==> src/rtl/c6ib_bank_writer.sv <==
// c6ib_bank_writer: distributes a stream of incoming words across four RAM
// banks in round-robin order (bank 0..3 per page), advancing the shared page
// address after bank 3. A pass covers PAGE_NUM pages and ends with a
// one-cycle done pulse. All outputs are registered, one cycle after acceptance.
module c6ib_bank_writer #(
  parameter int DATA_W   = 32,
  parameter int ADDR_W   = 5,
  parameter int PAGE_NUM = 32
) (
  input  logic              sys_clk,
  input  logic              rstn,
  input  logic              start,
  input  logic              abort,
  input  logic              in_valid,
  input  logic [DATA_W-1:0] in_data,
  output logic [3:0]        bank_we,
  output logic [ADDR_W-1:0] bank_addr,
  output logic [DATA_W-1:0] bank_wdata,
  output logic              busy,
  output logic              done
);

  localparam int CNT_W = ADDR_W + 2;
  localparam logic [CNT_W-1:0] CNT_LAST = CNT_W'(4 * PAGE_NUM - 1);

  typedef enum logic [1:0] {
    IDLE  = 2'd0,
    WRITE = 2'd1,
    DONE  = 2'd2
  } state_e;

  state_e              state_q, state_d;
  logic [CNT_W-1:0]    cnt_q, cnt_d;
  logic [3:0]          we_q, we_d;
  logic [ADDR_W-1:0]   addr_q, addr_d;
  logic [DATA_W-1:0]   wdata_q, wdata_d;
  logic                busy_q, busy_d;
  logic                done_q, done_d;

  // Next-state, word counter and write-port decode; abort overrides everything.
  always_comb begin
    state_d = state_q;
    cnt_d   = cnt_q;
    we_d    = '0;
    addr_d  = addr_q;
    wdata_d = wdata_q;
    if (abort) begin
      state_d = IDLE;
      cnt_d   = '0;
    end else begin
      unique case (state_q)
        IDLE: begin
          if (start) begin
            state_d = WRITE;
            cnt_d   = '0;
          end
        end
        WRITE: begin
          if (in_valid) begin
            wdata_d = in_data;
            we_d    = 4'(4'b0001 << cnt_q[1:0]);
            addr_d  = cnt_q[CNT_W-1:2];
            // The final word is presented during the DONE cycle; the counter
            // is cleared here instead of wrapping.
            if (cnt_q == CNT_LAST) begin
              state_d = DONE;
              cnt_d   = '0;
            end else begin
              cnt_d = cnt_q + 1'b1;
            end
          end
        end
        DONE: begin
          state_d = IDLE;
        end
        default: begin
          state_d = IDLE;
          cnt_d   = '0;
        end
      endcase
    end
    busy_d = (state_d == WRITE);
    done_d = (state_d == DONE);
  end

  // State and registered outputs, asynchronously cleared.
  always_ff @(posedge sys_clk or negedge rstn) begin
    if (!rstn) begin
      state_q <= IDLE;
      cnt_q   <= '0;
      we_q    <= '0;
      addr_q  <= '0;
      wdata_q <= '0;
      busy_q  <= 1'b0;
      done_q  <= 1'b0;
    end else begin
      state_q <= state_d;
      cnt_q   <= cnt_d;
      we_q    <= we_d;
      addr_q  <= addr_d;
      wdata_q <= wdata_d;
      busy_q  <= busy_d;
      done_q  <= done_d;
    end
  end

  assign bank_we    = we_q;
  assign bank_addr  = addr_q;
  assign bank_wdata = wdata_q;
  assign busy       = busy_q;
  assign done       = done_q;

endmodule

==> config.mk <==
export PLATFORM = sky130hd
export DESIGN_NAME = c6ib_bank_writer
export DESIGN_NICKNAME = d
export VERILOG_FILES = /design/src/rtl/c6ib_bank_writer.sv
export SDC_FILE = /design/constraint.sdc
export NUM_CORES = 1
export LEC_CHECK = 0
export ABC_CLOCK_PERIOD_IN_PS = 1900
export CELL_PAD_IN_SITES_DETAIL_PLACEMENT = 0
export CELL_PAD_IN_SITES_GLOBAL_PLACEMENT = 2
export CORE_MARGIN = 2
export CORE_UTILIZATION = 25
export CTS_CLUSTER_SIZE = 16
export DETAILED_ROUTE_END_ITERATION = 10
export PLACE_DENSITY_LB_ADDON = 0.15
export SYNTH_ARGS = -nofsm -noshare
export SYNTH_HDL_FRONTEND = slang
export SYNTH_SLANG_ARGS = --single-unit
==> constraint.sdc <==
create_clock -name sys_clk -period 1.9 [get_ports sys_clk]
set_input_delay 0.285 -clock sys_clk [delete_from_list [all_inputs] [get_ports sys_clk]]
set_output_delay 0.285 -clock sys_clk [all_outputs]
set_load 0.01 [all_outputs]
After elaboration in Yosys (flattened, before gate mapping)

Cells that the tools add are included.

$add $sub $neg: 1
Equality and inequality tests: 8
Shift-type cells: 1
Mux-type cells: 13
Bitwise gates (word level): 1
Reduce and logical (&&, ||, !) cells: 3

Operators by type and width:

| kind                  | count |
|---|---|
| $mux W7               | 4 |
| $pmux W7 S3           | 1 |
| $mux W4               | 3 |
| $mux W2               | 4 |
| $add A7 B1 Y7 const B | 1 |
| $eq A7 B7 Y1 const B  | 1 |
| $ne A3 B3 Y1 const B  | 2 |
| $reduce_and A3 Y1     | 2 |
| $eq A2 B1 Y1 const B  | 2 |
| $eq A2 B2 Y1 const B  | 2 |
| $pmux W2 S2           | 1 |
| $shl A1 B2 Y4 const A | 1 |
| $logic_not A2 Y1      | 1 |
| $ne A2 B2 Y1 const B  | 1 |
| $not A1 Y1            | 1 |

Register bits after elaboration: 52
Bits of input ports: 37

Depth between registers and ports, before layout

Gate-level depths: netlist (run 1).

Word-level depth: 6
Depth in mapped cells: 7
Depth with buffers taken out: 5

Worst setup path before layout (run 1)

No wires, ideal clock.

Path type: register to register
From: register state_q[1]
To: register cnt_q[2]
Data arrival time: 1.229 ns
Required time: 1.775 ns
Path slack: 0.547 ns
Stages on the path, launching flop included: 5
Path buffers: 0
Clock period less this slack: 1.353 ns
Path through: dfrtp_1 nand2b_1 mux2i_2 o22ai_1 mux2_2

Cells in the longest elaborated chain, start to end: 3
Elaborated cells on any way between the ends: 9
Those cells by class: eq/ne (5); mux (2); reduce/logical (2)

Ends and longest elaborated chain:

| what                                                   | line | text |
|---|---|---|
| start: declaration                                     | 32   | `state_e state_q, state_d;` |
| start signal: assignment                               | 97   | `state_q <= state_d;` |
| $eq A2 B1 Y1 (tied with other cells)                   | 51   | `unique case (state_q)` |
| $ne A3 B3 Y1 (no line) (tied with other cells)         | --   |  |
| $reduce_and A3 Y1 (no line) or $mux W7 (tied branches) | --   |  |
| end signal: assignment                                 | 98   | `cnt_q <= cnt_d;` |
| end: declaration                                       | 33   | `logic [CNT_W-1:0] cnt_q, cnt_d;` |

Several ways; a longest one is shown, not always the timed one.
A chain may end at the register's enable or synchronous reset.

Worst setup path in the final report (run 1)

From: register cnt_q[0]
To: register cnt_q[5]

Cells in the longest elaborated chain, start to end: 5
Elaborated cells on any way between the ends: 6
Those cells by class: add/sub (1); eq/ne (1); mux (4)

Ends and longest elaborated chain:

| what                                          | line   | text |
|---|---|---|
| $add A7 B1 Y7 or $eq A7 B7 Y1 (tied branches) | 69, 65 |  |
| $mux W7 (*)                                   | 65     | `if (cnt_q == CNT_LAST) begin` |
| $mux W7 (*)                                   | 59     | `if (in_valid) begin` |
| $pmux W7 S3 (*)                               | 51     |  |
| $mux W7 (*)                                   | 47     | `if (abort) begin` |

Mark *: on every way between the ends. The rest lies on a longest branch, timed or not. The select of a mux whose other input is x is not followed.

==> results of run 1 <==
-- placed cells by master (no fill, tap or decap), drive strengths merged --
cell type      netlist  routed
nand3                2       2
nor2b                2       2
nor2                 4       4
a31oi                2       2
nor3b                1       1
clkinv               0       1
buf                  6      11
nand2              113     113
o211ai               2       2
o21a                 1       1
a22o                 1       1
dlygate4sd3          0       1
clkdlybuf4s50        0      78
and2                 1       1
and3                 8       8
clkbuf               3       6
a32o                 2       2
a21o                 1       1
or2                  1       1
o22ai                5       5
o21ai                4       4
nand2b               1       1
inv                  2       2
mux2i                1       1
ha                   4       4
mux2                 1       1
dfrtp               52      52
nor3                 3       3
-- through the flow --
| step | util (%) | total power [mW] |
|---|---|---|
| 2_1_floorplan | - | 1.55 |
| 3_3_place_gp | 37.7 | 1.99 |
| 3_5_place_dp | 37.7 | 1.99 |
| 4_1_cts | 38.8 | 2.60 |
| 5_1_grt | 38.8 | 2.71 |
| 6_report | 38.8 | 2.55 |
-- layer usage --
metal / up-vias / track usage, % / share of wire [%]
li1: 885 / - / -
met1: 820 / 14.7 / 44
met2: 41 / 20.1 / 49
met3: 7 / 2.90 / 5.7
met4: 0 / 3.57 / 1.3
met5: - / 0 / 0
-- power by group --
group / leakage (nW) / internal (mW) / switching [mW] / total [mW]
logic: 0.834 / 0.377 / 0.264 / 0.641
clock network: 0.0410 / 0.251 / 0.340 / 0.591
registers: 0.677 / 1.24 / 0.0699 / 1.31
-- cell type report --
cell class	instances	area, sq um	share of cell area [%]
clock buffers	6	72.6	2.28
clock inverters	1	5.00	0.157
inverters	2	7.51	0.235
multi-input cells	160	762	23.9
flip-flops and latches	52	1300	40.8
well taps	105	131	4.12
repair buffers	90	908	28.5
-- path summary, 6_finish.rpt --
path,from,to,slack (ns)
max,cnt_q[0],cnt_q[5],0.38
min,rstn,bank_wdata[26],0.46
max reg2reg,cnt_q[0],cnt_q[5],0.38
min reg2reg,bank_wdata[21],bank_wdata[21],0.48
max in group asynchronous,rstn,bank_wdata[30],0.91
min in group sys_clk,bank_wdata[21],bank_wdata[21],0.48
-- cells in the mapped netlist (all sizes together), types with 2 or more instances --
| library cell | number |
|---|---|
| nand2 | 113 |
| o211ai | 2 |
| clkbuf | 3 |
| dfrtp | 52 |
| ha | 4 |
| o22ai | 5 |
| o21ai | 4 |
| nor3 | 3 |
| a31oi | 2 |
| buf | 6 |
| nor2 | 4 |
| nor2b | 2 |
| a32o | 2 |
| nand3 | 2 |
| inv | 2 |
| and3 | 8 |
-- timing repair --
item                                    4_1_cts  5_1_grt
endpoints found under the hold margin        16        0
hold buffers                                  1        0
buffers inserted                              0        0
endpoints found under the setup margin        0        0
-- sequential cells by signal (all words and copies together), names as in the netlist --
register	flops
bank_addr	5
bank_wdata	32
bank_we	4
busy	1
cnt_q	7
done	1
state_q	2
-- critical path: cells and delay by family, from the launching register on --
kind | cells | cell delay (ns)
AOI/OAI and AO/OA | 3 | 0.58
DFF | 1 | 0.40
adders and majority gates | 1 | 0.23
and+or+nand+nor | 1 | 0.20
-- kinds of logic (layout without fill, tap and decap cells) --
kind of cell / after synthesis / count (layout)
buf+inv: 11 / 99
compound gates: 18 / 18
mux: 2 / 2
flops: 52 / 52
simple gates: 136 / 136
fa+ha+maj: 4 / 4
==> run_summary.xml, run 1 <==
<?xml version="1.0" encoding="UTF-8"?>
<metrics>
  <group name="final_layout">
    <metric name="final_design_area_no_fill" unit="sq um">3190</metric>
    <metric name="syn_to_final_growth" unit="%">50.2</metric>
    <metric name="layout_cells_sized_above_1" unit="%">6.43</metric>
    <metric name="antenna_diode_instance_count" unit="">0</metric>
    <metric name="finish.net_count" unit="">352</metric>
    <metric name="layoutNonFillerInstCount" unit="">416</metric>
    <metric name="final.fill_count" unit="">846</metric>
  </group>
  <group name="global_routing">
    <metric name="antenna_found_initial" unit="">0</metric>
    <metric name="grtUsageTotal" unit="%">11.8</metric>
    <metric name="grt-ovfl-total" unit="">0</metric>
    <metric name="grt_pass1_wl" unit="microns">8370</metric>
    <metric name="via_count_of_the_first_global_routing_pass" unit="">1767</metric>
    <metric name="largest_net_degree_at_the_start_of_global_routing" unit="">38</metric>
  </group>
  <group name="sta">
    <metric name="report.final.setup_viol" unit="">0</metric>
    <metric name="finalCritPeriodShare" unit="%">79.9</metric>
    <metric name="slew_violations" unit="">0</metric>
    <metric name="totalNegativeSetupSlack" unit="ns">0</metric>
    <metric name="finalCriticalPeriod" unit="ns">1.52</metric>
    <metric name="final_critical_path_setup_slack" unit="ns">0.383</metric>
    <metric name="fin_hold_ws" unit="ns">0.464</metric>
    <metric name="setup_repair_after_global_routing_missed_its_margin" unit="">false</metric>
    <metric name="max-slew-margin-rel" unit="%">70.8</metric>
    <metric name="fmax" unit="GHz">0.659</metric>
    <metric name="timing_hold_violations_final" unit="">0</metric>
    <metric name="max_slew.worst_pin.slew" unit="ns">0.437</metric>
    <metric name="skew" unit="ns">0.0110</metric>
  </group>
  <group name="synth">
    <metric name="dominant_combinational_cell_family_by_area_after_synthesis" unit="">simple AND/OR/NAND/NOR gates</metric>
    <metric name="postSynthRegisterBits" unit="">52</metric>
    <metric name="post_synth_mux_area_share" unit="%">1.18</metric>
    <metric name="synth_seq_area_share" unit="%">61.3</metric>
    <metric name="synthesis.yosys.warnings" unit="">0</metric>
    <metric name="synth_area_leader_cell" unit="">dfrtp_1</metric>
    <metric name="synthXorXnorAreaFrac" unit="%">0</metric>
    <metric name="ys_dominant_reg_cell" unit="">dfrtp_1</metric>
    <metric name="synth_largest_type_area_fraction" unit="%">61.3</metric>
    <metric name="post_synth.cell_area_avg" unit="sq um">9.52</metric>
    <metric name="synth-compound-area-share" unit="%">5.78</metric>
    <metric name="ys_async_sr_fraction" unit="%">100</metric>
    <metric name="syn-num-nets" unit="">264</metric>
    <metric name="synth.lib_cells_used.distinct" unit="">27</metric>
    <metric name="post_synth_fa_ha_maj_area_fraction" unit="%">2.36</metric>
    <metric name="synth_enable_flop_cells" unit="">0</metric>
    <metric name="number_of_cells_produced_by_synthesis" unit="">223</metric>
    <metric name="synthSimpleGateAreaFrac" unit="%">26.6</metric>
    <metric name="synth_area_leaders" unit="">dfrtp_1 61%, nand2_1 20%, and3_1 2.4%, ha_1 2.4%, o22ai_1 1.5%</metric>
    <metric name="mappedNetlistArea" unit="sq um">2120</metric>
  </group>
  <group name="route">
    <metric name="drcViolationCount" unit="">0</metric>
    <metric name="postRouteAntennaNets" unit="">0</metric>
    <metric name="vias" unit="">1753</metric>
    <metric name="final_routed_wire_length_divided_by_cell_count" unit="microns">12.7</metric>
    <metric name="total_routed_wirelength" unit="microns">5300</metric>
    <metric name="drt-vias-per-instance" unit="">4.21</metric>
    <metric name="drt-initial-drc-count" unit="">57</metric>
    <metric name="first_pass_iters" unit="">4</metric>
  </group>
  <group name="place">
    <metric name="port_buffers" unit="">79</metric>
    <metric name="gp_congestion" unit="">0.789</metric>
    <metric name="dp_hpwl" unit="microns">3690</metric>
    <metric name="setup_slack_placement" unit="ns">0.208</metric>
    <metric name="placed_cell_area" unit="sq um">3100</metric>
    <metric name="placed_cell_count" unit="">408</metric>
  </group>
  <group name="critical_path">
    <metric name="critical-path-slowest-cell" unit="">dfrtp_1</metric>
    <metric name="reg2reg_depth" unit="">5</metric>
    <metric name="critical_path_peak_fanout" unit="">6</metric>
    <metric name="cp-end-kind" unit="">register</metric>
    <metric name="crit_type" unit="">reg2reg</metric>
    <metric name="timing.critical_path.arrival" unit="ns">1.70</metric>
    <metric name="max_stage_delay" unit="ns">0.40</metric>
    <metric name="worst_setup_path_start_kind" unit="">register</metric>
    <metric name="required" unit="ns">2.09</metric>
    <metric name="worstPathCellList" unit="">ha_1, nand3_1, o21ai_1, o22ai_1, a32o_1</metric>
  </group>
  <group name="cts">
    <metric name="cts_sinks" unit="">52</metric>
    <metric name="cts_max_level" unit="">2</metric>
    <metric name="clockRootBuffer" unit="">clkbuf_8</metric>
    <metric name="cts_tree" unit="">done</metric>
    <metric name="tritoncts.num_buffers" unit="">5</metric>
    <metric name="postCtsResizedCells" unit="">0</metric>
    <metric name="clk_transition_reported_paths" unit="ns">0.09</metric>
    <metric name="cts.path.max_buffers" unit="">2</metric>
    <metric name="clock_latency" unit="ns">0.30</metric>
  </group>
  <group name="die">
    <metric name="placement_rows" unit="">33</metric>
    <metric name="die_w" unit="microns">96.1</metric>
    <metric name="die_height" unit="microns">96.1</metric>
    <metric name="core" unit="sq um">8220</metric>
    <metric name="initial_core_utilization" unit="%">25.8</metric>
    <metric name="die-area" unit="sq um">9240</metric>
    <metric name="io-pin-count" unit="">80</metric>
  </group>
  <group name="worst_hold_path">
    <metric name="hold_path_class" unit="">in2async</metric>
  </group>
  <group name="outcome">
    <metric name="outcome" unit="">finished clean</metric>
  </group>
  <group name="power">
    <metric name="power.ir.vdd_worst" unit="mV">0.301</metric>
    <metric name="static-leakage-power" unit="nW">1.55</metric>
    <metric name="powerDensity" unit="nW/um^2">799</metric>
  </group>
  <group name="run">
    <metric name="cap_viol_max_count" unit="">0</metric>
  </group>
</metrics>
(Power assumes the default switching activity.)
==> run 2: changes to the inputs <==
Settings changed: ABC_CLOCK_PERIOD_IN_PS 1900 to 1240, CORE_UTILIZATION 25 to 23.
Clock period 1.9 ns to 1.24 ns, I/O delays scaled along.
==> run 2 against run 1 <==
Against the previous run:
- the flow now finishes with violations (setup timing)
- non-clock buffer count is 23 higher
- clock skew is 0.0030 ns lower
- final area is 9.3% higher
- largest power group unchanged
- clock power is 100% higher
- hold slack worse by 0.12 ns
- clock-buffer cell count is 1 lower
- die area is 8.3% higher
- critical endpoint is now cnt_q[2]
- sequential cell count stayed put
- global-route usage hardly changed
- critical path depth is 1 lower
==> run_summary.xml, run 2 (synthesis gave the netlist of run 1 again) <==
<?xml version="1.0" encoding="UTF-8"?>
<metrics>
  <group name="global_routing">
    <metric name="via_count_of_the_first_global_routing_pass" unit="">1969</metric>
    <metric name="grt_pass1_wl" unit="microns">9490</metric>
    <metric name="grt-ovfl-total" unit="">0</metric>
    <metric name="largest_net_degree_at_the_start_of_global_routing" unit="">23</metric>
    <metric name="grtUsageTotal" unit="%">11.8</metric>
    <metric name="antenna_found_initial" unit="">0</metric>
  </group>
  <group name="critical_path">
    <metric name="required" unit="ns">1.43</metric>
    <metric name="critical_path_peak_fanout" unit="">7</metric>
    <metric name="cp-end-kind" unit="">register</metric>
    <metric name="worstPathCellList" unit="">nor3b_4, buf_4, and3_1, mux2_2</metric>
    <metric name="worst-r2r-setup-slack" unit="ns">-0.11</metric>
    <metric name="crit_type" unit="">reg2reg</metric>
    <metric name="critical-path-slowest-cell" unit="">dfrtp_2</metric>
    <metric name="reg2reg_to" unit="">cnt_q[2]</metric>
    <metric name="worst_reg2reg_path_startpoint" unit="">state_q[0]</metric>
    <metric name="worst_setup_path_start_kind" unit="">register</metric>
    <metric name="reg2reg_depth" unit="">4</metric>
    <metric name="timing.critical_path.arrival" unit="ns">1.54</metric>
    <metric name="max_stage_delay" unit="ns">0.46</metric>
  </group>
  <group name="power">
    <metric name="p_int" unit="mW">2.97</metric>
    <metric name="power.share.switching" unit="%">27.4</metric>
    <metric name="total_power" unit="mW">4.10</metric>
    <metric name="netSwitchingPower" unit="mW">1.12</metric>
    <metric name="pwr-share-comb" unit="%">21.8</metric>
    <metric name="seq_power_share" unit="%">49.0</metric>
    <metric name="powerDensity" unit="nW/um^2">1180</metric>
    <metric name="clock_power_share" unit="%">29.2</metric>
    <metric name="power.ir.vdd_worst" unit="mV">0.467</metric>
    <metric name="static-leakage-power" unit="nW">1.83</metric>
  </group>
  <group name="cts">
    <metric name="tritoncts.num_buffers" unit="">5</metric>
    <metric name="cts_sinks" unit="">52</metric>
    <metric name="clock_latency" unit="ns">0.30</metric>
    <metric name="cts_tree" unit="">done</metric>
    <metric name="clk_transition_reported_paths" unit="ns">0.10</metric>
    <metric name="clockRootBuffer" unit="">clkbuf_8</metric>
    <metric name="cts_max_level" unit="">2</metric>
    <metric name="cts.path.max_buffers" unit="">2</metric>
  </group>
  <group name="route">
    <metric name="first_pass_iters" unit="">4</metric>
    <metric name="vias" unit="">1882</metric>
    <metric name="route.top_layer_used" unit="">met4</metric>
    <metric name="drt-vias-per-instance" unit="">4.22</metric>
    <metric name="met3_length" unit="microns">281</metric>
    <metric name="final_routed_wire_length_divided_by_cell_count" unit="microns">12.8</metric>
    <metric name="drt-initial-drc-count" unit="">36</metric>
    <metric name="total_routed_wirelength" unit="microns">5700</metric>
    <metric name="dr_wl_met2" unit="microns">2750</metric>
    <metric name="met1_length" unit="microns">2640</metric>
    <metric name="drcViolationCount" unit="">0</metric>
    <metric name="postRouteAntennaNets" unit="">0</metric>
  </group>
  <group name="sta">
    <metric name="max-slew-margin-rel" unit="%">70.3</metric>
    <metric name="report.final.setup_viol" unit="">46</metric>
    <metric name="fmax" unit="GHz">0.740</metric>
    <metric name="finalCriticalPeriod" unit="ns">1.35</metric>
    <metric name="final_critical_path_setup_slack" unit="ns">-0.111</metric>
    <metric name="setup_repair_after_global_routing_missed_its_margin" unit="">true</metric>
    <metric name="slew_violations" unit="">0</metric>
    <metric name="skew" unit="ns">0.00805</metric>
    <metric name="finalCritPeriodShare" unit="%">109</metric>
    <metric name="totalNegativeSetupSlack" unit="ns">-1.65</metric>
    <metric name="timing_hold_violations_final" unit="">0</metric>
    <metric name="max_slew.worst_pin.slew" unit="ns">0.445</metric>
  </group>
  <group name="place">
    <metric name="gp_congestion" unit="">0.728</metric>
    <metric name="port_buffers" unit="">79</metric>
    <metric name="dp_hpwl" unit="microns">4030</metric>
  </group>
  <group name="die">
    <metric name="placement_rows" unit="">35</metric>
    <metric name="io-pin-count" unit="">80</metric>
    <metric name="die_height" unit="microns">100</metric>
    <metric name="core" unit="sq um">9110</metric>
    <metric name="initial_core_utilization" unit="%">23.3</metric>
    <metric name="die-area" unit="sq um">10000</metric>
    <metric name="die_w" unit="microns">100</metric>
  </group>
  <group name="final_layout">
    <metric name="area_taken_by_multi_input_logic_gates" unit="sq um">850</metric>
    <metric name="regArea" unit="sq um">1310</metric>
    <metric name="most_common_library_cell_in_the_layout_ignoring_fill_and_taps" unit="">nand2_1</metric>
    <metric name="final.fill_count" unit="">935</metric>
    <metric name="antenna_diode_instance_count" unit="">0</metric>
    <metric name="finish.net_count" unit="">375</metric>
    <metric name="syn_to_final_growth" unit="%">64.2</metric>
    <metric name="largest_reg_flops" unit="">32</metric>
    <metric name="layout_cells_sized_above_1" unit="%">18.2</metric>
    <metric name="final_cell_mix" unit="">112 x nand2_1, 49 x dfrtp_1, 43 x dlygate4sd2_1, 35 x clkdlybuf4s50_1, 25 x buf_4</metric>
  </group>
  <group name="run">
    <metric name="cap_viol_max_count" unit="">0</metric>
  </group>
  <group name="worst_hold_path">
    <metric name="hold_path_class" unit="">in2async</metric>
  </group>
  <group name="outcome">
    <metric name="outcome" unit="">complete, but fails checks</metric>
    <metric name="failed_checks" unit="">setup timing</metric>
  </group>
</metrics>
[run 2: final cells by class]
type                       instances  share of cell area (%)
tap                              111                    3.99
sequential                        52                    37.5
multi-input combinational        160                    24.4
clock inverter                     3                    1.22
inverter                           2                   0.215
timing repair buffer             113                    30.8
clock buffer                       5                    1.97
[run 2: layer usage]
metal | vias up | GRT usage [%]
li1 | 935 | -
met1 | 899 | 15.1
met2 | 46 | 20.3
met3 | 2 | 2.86
met4 | 0 | 2.85
met5 | - | 0
[run 2: power groups by stage]
stage	logic [mW]	registers, mW	clock network [mW]
floorplan	0.240	2.15	0
CTS	0.913	2.01	1.25
global placement	1.03	2.05	0
detailed placement	1.03	2.05	0
finish	0.892	2.01	1.20
global route	0.999	2.04	1.32
[run 2: critical path: cells and delay by family, from the launching register on]
kind / cells / cell delay (ns)
simple gates: 2 / 0.37
mux: 1 / 0.26
buf+inv: 1 / 0.16
flops: 1 / 0.46
[run 2: through the flow]
stage / util (%) / worst slack (ns) / instance area (sq um) / hold slack (ns) / instances
after detailed placement: 36.3 / -0.363 / 3310 / 0.158 / 434
final: 38.3 / -0.111 / 3480 / 0.348 / 446
after global routing: 38.3 / -0.160 / 3480 / 0.387 / 446
after floorplan: - / -0.0386 / 2180 / -0.110 / 223
after global placement: 36.3 / -0.343 / 3310 / 0.158 / 434
after CTS: 38.0 / -0.102 / 3460 / 0.353 / 446
[run 2: how the worst max path moves through the flow]
stage,start,end,slack (ns)
floorplan,state_q[0],bank_wdata[10],-0.04
global placement,abort,bank_addr[0],-0.34
detailed placement,abort,cnt_q[6],-0.36
CTS,state_q[0],cnt_q[2],-0.10
global route,cnt_q[1],cnt_q[6],-0.16
finish,state_q[0],cnt_q[2],-0.11
[run 2: timing repair]
item,CTS,global route
setup endpoints to repair,91,50
pin swaps,6,1
resized for setup,59,6
hold endpoints to repair,14,0
setup buffers,3,0
hold buffers,1,0
==> run 3: changes to the inputs <==
Settings changed: CAP_MARGIN from default to 10.
==> results of run 3 <==
The final DEF is identical to that of run 2; final timing and power are the same.
